`src/rtl/lstm_sequence_scheduler.sv`:
```
// Sequencer in front of the multi-layer LSTM datapath: clears layer state at
// sequence start, issues one sample at a time and buffers y/C results in a FIFO.
module lstm_sequence_scheduler #(
  parameter int unsigned WIDTH     = 16,
  parameter int unsigned LAYERS    = 4,
  parameter int unsigned OUT_DEPTH = 4,
  parameter int unsigned TIMEOUT   = 1024
) (
  input  logic                    clk,
  input  logic                    rst_n,
  input  logic [WIDTH-1:0]        s_data,
  input  logic                    s_first,
  input  logic                    s_last,
  input  logic                    s_valid,
  output logic                    s_ready,
  input  logic                    lstm_ready,
  output logic [WIDTH-1:0]        lstm_x_in,
  output logic                    lstm_x_in_valid,
  output logic [LAYERS*WIDTH-1:0] lstm_c_in,
  output logic [LAYERS*WIDTH-1:0] lstm_h_in,
  output logic [LAYERS-1:0]       lstm_c_in_valid,
  output logic [LAYERS-1:0]       lstm_h_in_valid,
  input  logic [WIDTH-1:0]        lstm_y_out,
  input  logic [WIDTH-1:0]        lstm_c_out,
  input  logic                    lstm_valid,
  output logic [WIDTH-1:0]        m_y,
  output logic [WIDTH-1:0]        m_c,
  output logic                    m_last,
  output logic                    m_valid,
  input  logic                    m_ready,
  output logic [15:0]             seq_count,
  output logic                    seq_err,
  output logic                    timeout_err,
  output logic                    busy
);

  localparam int unsigned PW = (OUT_DEPTH > 1) ? $clog2(OUT_DEPTH) : 1;
  localparam int unsigned CW = PW + 1;
  localparam int unsigned TW = $clog2(TIMEOUT + 1);

  typedef enum logic [1:0] {IDLE, CLEAR, ISSUE, WAIT} state_t;

  state_t            state;
  logic              cleared;
  logic              last_q;
  logic [TW-1:0]     wait_cnt;

  logic [WIDTH-1:0]  y_mem    [OUT_DEPTH];
  logic [WIDTH-1:0]  c_mem    [OUT_DEPTH];
  logic              last_mem [OUT_DEPTH];
  logic [PW-1:0]     wr_ptr;
  logic [PW-1:0]     rd_ptr;
  logic [CW-1:0]     fifo_count;

  logic              fifo_space_c;
  logic              first_block_c;
  logic              take_c;
  logic              push_c;
  logic              pop_c;

  // A sequence-start sample must pass through CLEAR before it may be issued.
  assign fifo_space_c  = (fifo_count < CW'(OUT_DEPTH));
  assign first_block_c = s_first && !cleared;
  assign s_ready       = (state == ISSUE) && lstm_ready && fifo_space_c && !first_block_c;
  assign take_c        = s_valid && s_ready;
  assign push_c        = (state == WAIT) && lstm_valid;
  assign m_valid       = (fifo_count != '0);
  assign pop_c         = m_valid && m_ready;

  assign m_y       = m_valid ? y_mem[rd_ptr]    : '0;
  assign m_c       = m_valid ? c_mem[rd_ptr]    : '0;
  assign m_last    = m_valid ? last_mem[rd_ptr] : 1'b0;
  assign lstm_c_in = '0;
  assign lstm_h_in = '0;

  // Sequencer FSM with registered datapath strobes and status.
  always_ff @(posedge clk) begin
    if (!rst_n) begin
      state           <= IDLE;
      busy            <= 1'b0;
      cleared         <= 1'b0;
      last_q          <= 1'b0;
      wait_cnt        <= '0;
      lstm_x_in       <= '0;
      lstm_x_in_valid <= 1'b0;
      lstm_c_in_valid <= '0;
      lstm_h_in_valid <= '0;
      seq_count       <= '0;
      seq_err         <= 1'b0;
      timeout_err     <= 1'b0;
    end else begin
      lstm_x_in_valid <= 1'b0;
      lstm_c_in_valid <= '0;
      lstm_h_in_valid <= '0;
      unique case (state)
        IDLE: begin
          if (s_valid) begin
            busy <= 1'b1;
            if (s_first) begin
              state           <= CLEAR;
              lstm_c_in_valid <= '1;
              lstm_h_in_valid <= '1;
            end else begin
              state <= ISSUE;
            end
          end
        end
        CLEAR: begin
          seq_count <= '0;
          cleared   <= 1'b1;
          state     <= ISSUE;
        end
        ISSUE: begin
          if (s_valid && first_block_c) begin
            seq_err         <= 1'b1;
            state           <= CLEAR;
            lstm_c_in_valid <= '1;
            lstm_h_in_valid <= '1;
          end else if (take_c) begin
            lstm_x_in       <= s_data;
            lstm_x_in_valid <= 1'b1;
            last_q          <= s_last;
            cleared         <= 1'b0;
            wait_cnt        <= '0;
            state           <= WAIT;
            if (seq_count != 16'hFFFF) begin
              seq_count <= seq_count + 16'd1;
            end
          end
        end
        WAIT: begin
          if (lstm_valid) begin
            if (last_q) begin
              state <= IDLE;
              busy  <= 1'b0;
            end else begin
              state <= ISSUE;
            end
          end else if (wait_cnt == TW'(TIMEOUT - 1)) begin
            timeout_err <= 1'b1;
            state       <= IDLE;
            busy        <= 1'b0;
          end else begin
            wait_cnt <= wait_cnt + TW'(1);
          end
        end
        default: begin
          state <= IDLE;
          busy  <= 1'b0;
        end
      endcase
    end
  end

  // Result storage; contents need no reset since the head is masked when empty.
  always_ff @(posedge clk) begin
    if (push_c) begin
      y_mem[wr_ptr]    <= lstm_y_out;
      c_mem[wr_ptr]    <= lstm_c_out;
      last_mem[wr_ptr] <= last_q;
    end
  end

  always_ff @(posedge clk) begin
    if (!rst_n) begin
      wr_ptr     <= '0;
      rd_ptr     <= '0;
      fifo_count <= '0;
    end else begin
      if (push_c) begin
        wr_ptr <= wr_ptr + PW'(1);
      end
      if (pop_c) begin
        rd_ptr <= rd_ptr + PW'(1);
      end
      if (push_c && !pop_c) begin
        fifo_count <= fifo_count + CW'(1);
      end else if (!push_c && pop_c) begin
        fifo_count <= fifo_count - CW'(1);
      end
    end
  end

endmodule

```
`config.mk`:
```
export PLATFORM = sky130hd
export DESIGN_NAME = lstm_sequence_scheduler
export DESIGN_NICKNAME = d
export VERILOG_FILES = /design/src/rtl/lstm_sequence_scheduler.sv
export SDC_FILE = /design/constraint.sdc
export NUM_CORES = 1
export LEC_CHECK = 0
export ABC_AREA = 1
export CAP_MARGIN = 40
export CORE_ASPECT_RATIO = 1.2
export CORE_MARGIN = 4
export CORE_UTILIZATION = 37
export CTS_BUF_LIST = sky130_fd_sc_hd__clkbuf_4
export DETAILED_ROUTE_END_ITERATION = 6
export SYNTH_ARGS = -nofsm -noshare
export SYNTH_HDL_FRONTEND = slang
export SYNTH_SLANG_ARGS = --single-unit
```
`constraint.sdc`:
```
create_clock -name clk -period 6.1 [get_ports clk]
set_input_delay 1.22 -clock clk [delete_from_list [all_inputs] [get_ports clk]]
set_output_delay 1.22 -clock clk [all_outputs]
set_load 0.02 [all_outputs]
```
# After elaboration in Yosys (flattened, before gate mapping)

Memories as Yosys holds them, arrays and structs flattened. A register that Yosys moved wholly into a read port is not among the register bits.
Index checks and enable logic that the tools add are counted.

Memory bits (writable): 132
Input port bits: 56
Logic and storage cells: 114
Output and inout bits: 207
Bits in read-only memories: 0
Register bits: 62
Latch bits: 0
Memories kept: 3

Div/mod/pow operators: 0
Equal/unequal tests: 14
Shift-type cells: 0
Bitwise gates (word level): 4
Magnitude comparators: 1
Multiply operators: 0
Add/sub/neg operators: 6
Muxes and demuxes: 43
Reductions and logical operators: 29

Memory list:

| memory   | words | bits a word | rd ports | clocked after Yosys merged registers in | write ports | RTL line | source |
|---|---|---|---|---|---|---|---|
| c_mem    | 4     | 16          | 1        | 1                                       | 1           | 49       | `logic [WIDTH-1:0] c_mem [OUT_DEPTH];` |
| y_mem    | 4     | 16          | 1        | 1                                       | 1           | 48       | `logic [WIDTH-1:0] y_mem [OUT_DEPTH];` |
| last_mem | 4     | 1           | 1        | 1                                       | 1           | 50       | `logic last_mem [OUT_DEPTH];` |

Operator list:

| kind                                                                    | number |
|---|---|
| 16-bit two-way mux                                                      | 5 |
| 11-bit two-way mux                                                      | 4 |
| 16-bit one-hot mux with 2 select lines                                  | 1 |
| 2-bit two-way mux                                                       | 13 |
| 11-bit one-hot mux with 2 select lines                                  | 1 |
| 16-bit by 1-bit adder with 16-bit output, second input constant         | 1 |
| 16-bit != test, second input constant                                   | 1 |
| 4-bit two-way mux                                                       | 3 |
| 3-bit AND reduction                                                     | 4 |
| 11-bit by 1-bit adder with 11-bit output, second input constant         | 1 |
| 11-bit by 10-bit equality test with 1-bit output, second input constant | 1 |
| 1-bit logical AND                                                       | 10 |
| 1-bit two-way mux                                                       | 10 |
| 2-bit != test, second input constant                                    | 5 |
| 2-bit one-hot mux with 4 select lines                                   | 1 |
| 4-bit one-hot mux with 2 select lines                                   | 1 |
| 4-bit AND reduction                                                     | 2 |
| 2-bit nonzero test                                                      | 4 |
| 3-bit two-way mux                                                       | 2 |
| 3-bit by 2-bit != test with 1-bit output, second input constant         | 2 |
| 5-bit AND reduction                                                     | 1 |
| 2-bit by 1-bit adder with 2-bit output, second input constant           | 2 |
| 2-bit equality test, second input constant                              | 2 |
| 1-bit zero test                                                         | 4 |
| other kinds (12)                                                        | 16 |

# Depth between registers and ports, before layout

Gate-level depths: netlist of run 1.

Depth after elaboration: 8
Depth in mapped cells: 10
Depth with buffers taken out: 10

# Worst setup path after synthesis of run 1

No wires, ideal clock.

Kind: input to register
Start point: input port lstm_valid
End point: memory c_mem[0][0], enable pin
Cell stages on the path: 4
Setup slack: 2.788 ns
Path buffers: 0
Data arrival time: 2.889 ns
Library setup time: 0.423 ns
Required time: 5.677 ns
Cell sequence: inv_1 nor2_4 inv_4 nor2_1

Longest elaborated chain between the ends: 3

RTL lines:

| item                                    | RTL line | source |
|---|---|---|
| start: declaration                      | 25       | `input logic lstm_valid,` |
| 1-bit logical AND                       | 66       | `assign push_c = (state == WAIT) && lstm_valid;` |
| via push_c                              | 58       | `logic push_c;` |
| 1-bit two-way mux                       | 157      | `if (push_c) begin` |
| 1-bit two-way mux (not written as such) | 159      | `c_mem[wr_ptr] <= lstm_c_out;` |
| end: declaration                        | 49       |  |

The timed path passes the listed nets, and every way through them passes these cells.

==> results of run 1 <==
## logic make-up (layout without fill, tap and decap cells)
family | Yosys count | in the layout
buf+inv | 234 | 237
other cells | 1 | 130
simple gates | 398 | 398
xor+xnor | 3 | 3
flops | 193 | 193
fa+ha+maj | 8 | 8
compound gates | 171 | 171
## flip-flops by register name, summed over array words and instances, names as in the netlist, named ones only
signal and flops:
c_mem 64, y_mem 64, lstm_x_in 16, seq_count 16
wait_cnt 11, last_mem 4, fifo_count 3, rd_ptr 2
state 2, wr_ptr 2, busy 1, cleared 1
last_q 1, lstm_h_in_valid 1, lstm_x_in_valid 1, seq_err 1
timeout_err 1
## path summary, 6_finish.rpt
path	start	end	slack, ps	cells after the start
setup / recovery	flip-flop	m_c[8]	1810	7
hold / removal	wait_cnt[10]	wait_cnt[10]	450	2
setup reg to reg	fifo_count[2]	fifo_count[2]	3680	11
hold reg to reg	wait_cnt[10]	wait_cnt[10]	450	2
## report_power, final
part           internal (mW)  leakage [nW]  switching (mW)  total (mW)
clock                  0.206         0.166           0.501       0.707
combinational          0.458          2.13           0.782        1.24
sequential              1.44          1.68          0.0353        1.47
total                   2.10          3.98            1.32        3.42
## worst min-delay path, delay by kind of cell (launching register included)
family | cells | cell delay [ps]
simple gates | 1 | 50
flops | 1 | 340
compound gates | 1 | 30
## final cells by class
class | instances | area, um2
flip-flops and latches | 193 | 5190
inverters | 61 | 231
multi-input cells | 708 | 3150
repair buffers | 144 | 1460
clock inverters | 14 | 173
clock buffers | 18 | 135
diodes | 2 | 5.00
fillers | 2401 | 13900
well taps | 325 | 407
## stage by stage
step	utilization	hold slack [ps]
floorplan	-	412
global placement	0.420	420
detailed placement	0.423	427
CTS	0.436	448
global route	0.436	465
finish	0.436	450
## layout by cell type (no fill, tap or decap), types with 2 or more instances in the layout
master / n
nor2_4: 7
dfxtp_1: 60
diode_2: 2
inv_1: 56
inv_12: 2
nor3_1: 3
clkbuf_4: 18
nand3_4: 2
inv_8: 5
nand2_2: 3
nand2_1: 102
buf_4: 7
clkinv_8: 3
buf_12: 2
a21oi_1: 66
nor2_2: 3
nor2_1: 238
nand3_1: 31
nand4_1: 4
clkinv_1: 2
nand2_4: 2
xor2_1: 2
o21ai_0: 101
ha_1: 7
a31oi_1: 2
inv_6: 3
inv_2: 2
conb_1: 128
clkdlybuf4s50_1: 134
edfxtp_1: 132
## metal layers
metal | global-route usage | vias to the layer above
li1 | - | 3280
met1 | 0.174 | 3041
met2 | 0.245 | 180
met3 | 0.0362 | 12
met4 | 0.0342 | 2
met5 | 0 | -
==> impl_metrics.ini, run 1 <==
[die]
core_area_mm2 = 0.0247
die_area_mm2 = 0.0276
initial_core_util = 0.375
rows = 63
die_x_um = 152
die_h_um = 181
io_pins = 263

[place]
post-place-ws_ps = 2290
dpl.hpwl_um = 12900
place_congestion = 0.794
port_buffers = 134
dpl-instance-area_mm2 = 0.0104
numPlacedInstances = 1431

[sta]
worst_slack_ps = 1810
slew_violations = 0
timing.final.hold_violations = 0
setup_viol = 0
skew_ps = 33.0
fin_crit_sh = 0.703
grt_setup_unrepaired = false
finalSetupTns_ps = 0
worst_pin_slew_ps = 761
slew_headroom = 0.492
timing.fmax_mhz = 233
fin_crit_ps = 4290

[critical_path]
path_delay_family = buffers and inverters
worstSetupStartpointType = flip-flop
critPathBufInv = 4
worst-path-max-fanout = 34
slowest_delay_ps = 650
end_kind = output port
arrival_ps = 3070
crit_required_ps = 4880
crit_top_cell = buf_4
crit_type = flip-flop to output port
crit_chain = buf_4 -> inv_1 -> buf_4 -> nor2_1 -> o21ai_0 -> a21oi_1 -> clkdlybuf4s50_1
slowest_stage = clkdlybuf4s50_1

[final_layout]
nets = 1189
drive_gt1_frac = 0.0562
final_area_mm2 = 0.0108
finalNonFillerCells = 1465
area_growth_pct = 16.1

[synth]
synth.top_cell.area_share = 0.428
yosysMostFrequentCell = nor2_1
syn_area_per_cell_um2 = 9.18
netlist_top_cells_count = nor2_1, buf_4, edfxtp_1
synth_top_family_by_area = simple AND/OR/NAND/NOR gates
synth_largest_area_cell = edfxtp_1
synthSimpleGateAreaFrac = 0.177
synth.distinct_cells = 36
synth_fa_ha_area_frac = 0.0116
synth_top_flop_cell = edfxtp_1
muxShareOfSynthArea = 0
synthXorXnorAreaFrac = 0.00284
synth-compound-area-share = 0.0930
netlist_instances = 1008
synth_seq_cells = 193
synth_area_leaders = edfxtp_1, dfxtp_1, buf_4
async_reset_ff_frac = 0
ys_seq_area_frac = 0.560
synth_edf_count = 132
syn-cell-area_mm2 = 0.00926
ys_warn_count = 0

[route]
first_pass_iters = 6
highest_layer = met5
postRouteAntennaNets = 0
wl_per_cell_um = 13.7
drc = 0
met2_length_um = 9900
vias = 6515
dr_wl_met3_um = 1080
via_per_inst = 4.45
m1WireLength_um = 8790
drt_wl_total_um = 20000
dr.first_iter.drc_count = 365

[global_route]
grt_pass1_vias = 6170
grt.total_usage = 0.140
grt_pass1_wl_um = 31600
antenna_found_initial = 3
grt_max_degree = 68
gr-total-overflow = 0

[clock_tree]
clockBufferDepth = 2
clk_latency_ps = 550
cts_tree = yes
cts.sinks = 193
cts-root-buf = clkbuf_4
cts_hold_buf = 0
cts_inserted_buffers = 17
htree_levels = 4
cts.clk_slew.worst_paths_ps = 170
cts_resized = 0
cts_setup_buffers = 0

[power_and_ir_drop]
power_density_mw_per_mm2 = 318
total_power_mw = 3.42
ir_drop_mv = 0.185
p_leak_nw = 3.98

[min_path]
hold_class = flip-flop to flip-flop

[job]
cap_violations = 0

[run_status]
status = complete, no violations
(Power assumes the default switching activity.)
==> run 2: changes to the inputs <==
clock period = 4 ns   (was 6.1 ns; I/O delays follow)
==> impl_metrics.ini, run 2 (synthesis results as in run 1) <==
[critical_path]
worst-path-max-fanout = 48
r2r_start = fifo_count[2]
crit_type = flip-flop to output port
reg2reg_setup_slack_ps = 1470
timing.rr.end = fifo_count[2]
worstSetupStartpointType = flip-flop
r2r_cells = 10
arrival_ps = 2910
end_kind = output port
crit_required_ps = 3200

[clock_tree]
htree_levels = 4
cts_resized = 0
cts_setup_buffers = 0
cts-root-buf = clkbuf_4
cts_tree = yes
cts_hold_buf = 0
cts_inserted_buffers = 17
cts.clk_slew.worst_paths_ps = 180
clk_latency_ps = 550
cts.sinks = 193
clockBufferDepth = 2

[place]
numPlacedInstances = 1433
dpl.hpwl_um = 13000
dpl-instance-area_mm2 = 0.0104
place_congestion = 0.777
port_buffers = 134

[die]
core_area_mm2 = 0.0247
io_pins = 263
rows = 63
die_x_um = 152
die_h_um = 181
die_area_mm2 = 0.0276
initial_core_util = 0.375

[global_route]
gr-total-overflow = 0
grt_max_degree = 59
grt_pass1_wl_um = 31800
grt.total_usage = 0.141
grt_pass1_vias = 6231
antenna_found_initial = 2

[min_path]
hold_end = wait_cnt[10]
hold_class = flip-flop to flip-flop
hold_depth = 2
min-delay-start = wait_cnt[10]

[route]
dr.first_iter.drc_count = 299
drc = 0
vias = 6524
drt_wl_total_um = 19800
first_pass_iters = 6
wl_per_cell_um = 13.5
postRouteAntennaNets = 0
via_per_inst = 4.45

[final_layout]
nets = 1191
final_area_mm2 = 0.0107
drive_gt1_frac = 0.0579
final_cell_mix = nor2_1, clkdlybuf4s50_1, edfxtp_1
utilization = 0.435
reg.largest.list = c_mem (64), y_mem (64)
area_growth_pct = 15.9
final_common_cell = nor2_1
finalNonFillerCells = 1467

[sta]
finalSetupTns_ps = 0
fin_crit_ps = 3710
grt_setup_unrepaired = false
hold_ws_ps = 448
timing.fmax_mhz = 270
fin_crit_sh = 0.927
slew_violations = 0
worst_pin_slew_ps = 808
timing.final.hold_violations = 0
skew_ps = 21.5
setup_viol = 0
slew_headroom = 0.460

[run_status]
status = complete, no violations

[power_and_ir_drop]
ir_drop_mv = 0.207
p_leak_nw = 3.98
power_density_mw_per_mm2 = 486

[job]
cap_violations = 0
[run 2: changes by cell type in the layout (fill, tap and decap cells not counted), sizes merged]
cell    previous run  this run
buf               10        12
clkbuf            18        17
clkinv             6         8
inv               69        68
[run 2: per-stage QoR]
stage          setup WS, ps  total power, mW
2_1_floorplan          1110             3.50
3_3_place_gp            887             4.18
3_5_place_dp            904             4.22
4_1_cts                 232             5.29
5_1_grt                4.95             5.54
6_report                292             5.21
[run 2: area by class of cell]
type	instances	area [um2]
tap	325	407
timing repair buffer	146	1440
fill	2445	13900
antenna	2	5.00
inverter	61	231
sequential	193	5190
clock buffer	17	128
clock inverter	15	178
multi-input combinational	708	3150
[run 2: routing by layer]
layer | share of wire | GRT usage | up-vias
li1 | - | - | 3287
met1 | 0.44 | 0.174 | 3056
met2 | 0.50 | 0.249 | 168
met3 | 0.049 | 0.0347 | 13
met4 | 0.011 | 0.0342 | 0
met5 | 0 | 0 | -
[run 2: power breakdown]
part           internal (mW)  leakage, nW  switching (mW)
Clock                  0.302        0.163           0.758
Combinational          0.719         2.13            1.16
Sequential              2.19         1.68          0.0768
[run 2: worst max-delay path by stage]
stage / from / to / slack [ps] / depth (start not counted)
finish: flip-flop / m_y[2] / 290 / 6
global route: flip-flop / m_y[6] / 5 / 6
CTS: flip-flop / m_y[2] / 230 / 6
global placement: flip-flop / m_c[1] / 890 / 4
floorplan: lstm_valid / c_mem[0][0] / 1110 / 4
detailed placement: flip-flop / m_y[2] / 900 / 6
[run 2: critical path, cell delays in order, from the launching register on]
cell,delay (ps)
dfxtp_2,600
buf_4,520
nor2_1,100
nor2_1,90
o21ai_0,90
a21oi_1,270
clkdlybuf4s50_1,660
==> run 3: changes to the inputs <==
RECOVER_POWER = 100   (was not set)
==> impl_metrics.ini, run 3 (synthesis results as in run 1) <==
[run_status]
status = finished with violations
violations = max-capacitance violations, max-slew violations

[min_path]
hold_class = flip-flop to flip-flop

[sta]
worst_pin_slew_ps = 2190
fin_crit_sh = 0.925
grt_setup_unrepaired = false
finalSetupTns_ps = 0
skew_ps = 21.3
slew_headroom = -0.458
slew_violations = 73
timing.fmax_mhz = 270
setup_viol = 0
timing.final.hold_violations = 0
fin_crit_ps = 3700

[route]
drt_wl_total_um = 19800
vias = 6511
first_pass_iters = 5
postRouteAntennaNets = 0
dr.first_iter.drc_count = 327
drc = 0
via_per_inst = 4.44
wl_per_cell_um = 13.5

[place]
place_congestion = 0.777
dpl.hpwl_um = 13000
dpl-instance-area_mm2 = 0.0104
port_buffers = 134

[final_layout]
layout.area.seq_mm2 = 0.00519
final_cell_mix = nor2_1, edfxtp_1, conb_1
final_common_cell = nor2_1
reg.largest.list = c_mem (64), y_mem (64)
fillers = 2461
final_area_mm2 = 0.0107
nets = 1191
area_growth_pct = 15.1
drive_gt1_frac = 0.0465
multi_input_area_mm2 = 0.00309

[clock_tree]
cts_resized = 0
cts.sinks = 193
cts.clk_slew.worst_paths_ps = 180
htree_levels = 4
cts_hold_buf = 0
cts_setup_buffers = 0
clk_latency_ps = 550
clockBufferDepth = 2
cts-root-buf = clkbuf_4
cts_tree = yes
cts_inserted_buffers = 17

[die]
initial_core_util = 0.375
die_area_mm2 = 0.0276
core_area_mm2 = 0.0247
io_pins = 263
die_x_um = 152
rows = 63
die_h_um = 181

[critical_path]
end_kind = output port
slowest_stage = dlygate4sd3_1
crit_type = flip-flop to output port
arrival_ps = 2900
crit_required_ps = 3200
critPathBufInv = 2
worstSetupStartpointType = flip-flop
slowest_delay_ps = 690
crit_top_cell = nor2_1
crit_chain = buf_4 -> nor2_1 -> nor2_1 -> o21ai_0 -> a21oi_1 -> dlygate4sd3_1
worst-path-max-fanout = 48
path_delay_family = buffers and inverters

[global_route]
antenna_found_initial = 2
grt_pass1_vias = 6231
grt_pass1_wl_um = 31800
grt_max_degree = 59
gr-total-overflow = 0
grt.total_usage = 0.141

[power_and_ir_drop]
power_density_mw_per_mm2 = 479
ir_drop_mv = 0.207
p_leak_nw = 4.18

[job]
cap_violations = 2
==> run 3: cell count changes in the layout (fill, tap and decap cells not counted), moves of 3 or more <==
| cell | previous run | this run |
|---|---|---|
| buf_4 | 11 | 5 |
| dlygate4sd3_1 | 0 | 106 |
| clkbuf_1 | 0 | 3 |
| clkdlybuf4s50_1 | 134 | 28 |
| nor2_1 | 238 | 241 |
| nand2_2 | 3 | 0 |
| nand2_1 | 102 | 106 |
| clkbuf_2 | 0 | 3 |
==> run 3: worst register-to-register path, delay by kind of cell (launching register included) <==
kind	cells	cell delay [ps]
and+or+nand+nor	3	840
DFF	1	490
buffers and inverters	2	1850
==> run 3: stage by stage <==
step	power, mW	hold slack, ps	util	setup slack [ps]	instances
6_report	5.11	447	0.432	300	1467
5_1_grt	5.43	481	0.432	4.95	1467
4_1_cts	5.29	449	0.435	232	1465
3_5_place_dp	4.22	427	0.422	904	1433
3_3_place_gp	4.18	420	0.422	887	1432
2_1_floorplan	3.50	412	-	1110	1135
==> run 3: final cells by class <==
cell class | instances | share of cell area
flip-flops and latches | 193 | 0.487
multi-input cells | 708 | 0.290
inverters | 61 | 0.0215
clock inverters | 15 | 0.0167
repair buffers | 146 | 0.134
clock buffers | 17 | 0.0120
diodes | 2 | 0.000470
well taps | 325 | 0.0382
==> run 3: power breakdown <==
| part | switching [mW] | total (mW) | internal [mW] |
|---|---|---|---|
| combinational | 1.15 | 1.78 | 0.630 |
| clock | 0.760 | 1.06 | 0.302 |
| sequential | 0.0748 | 2.27 | 2.19 |
==> run 3: path summary, 6_finish.rpt <==
path	startpoint	to	slack, ps	cells after the start
worst min-delay path	wait_cnt[10]	wait_cnt[10]	450	2
worst max-delay path	flip-flop	m_y[13]	300	6
worst max register to register	state[1]	y_mem[2][6]	400	5
worst min register to register	wait_cnt[10]	wait_cnt[10]	450	2
==> run 3: routing by layer <==
metal  up-vias  track usage  wire (um)  part of all wire
met2       165        0.249      10000              0.51
li1       3287            -          -                 -
met4         0       0.0342        204             0.010
met3        11       0.0347        967             0.049
met1      3048        0.174       8640              0.44
met5         -            0          0                 0
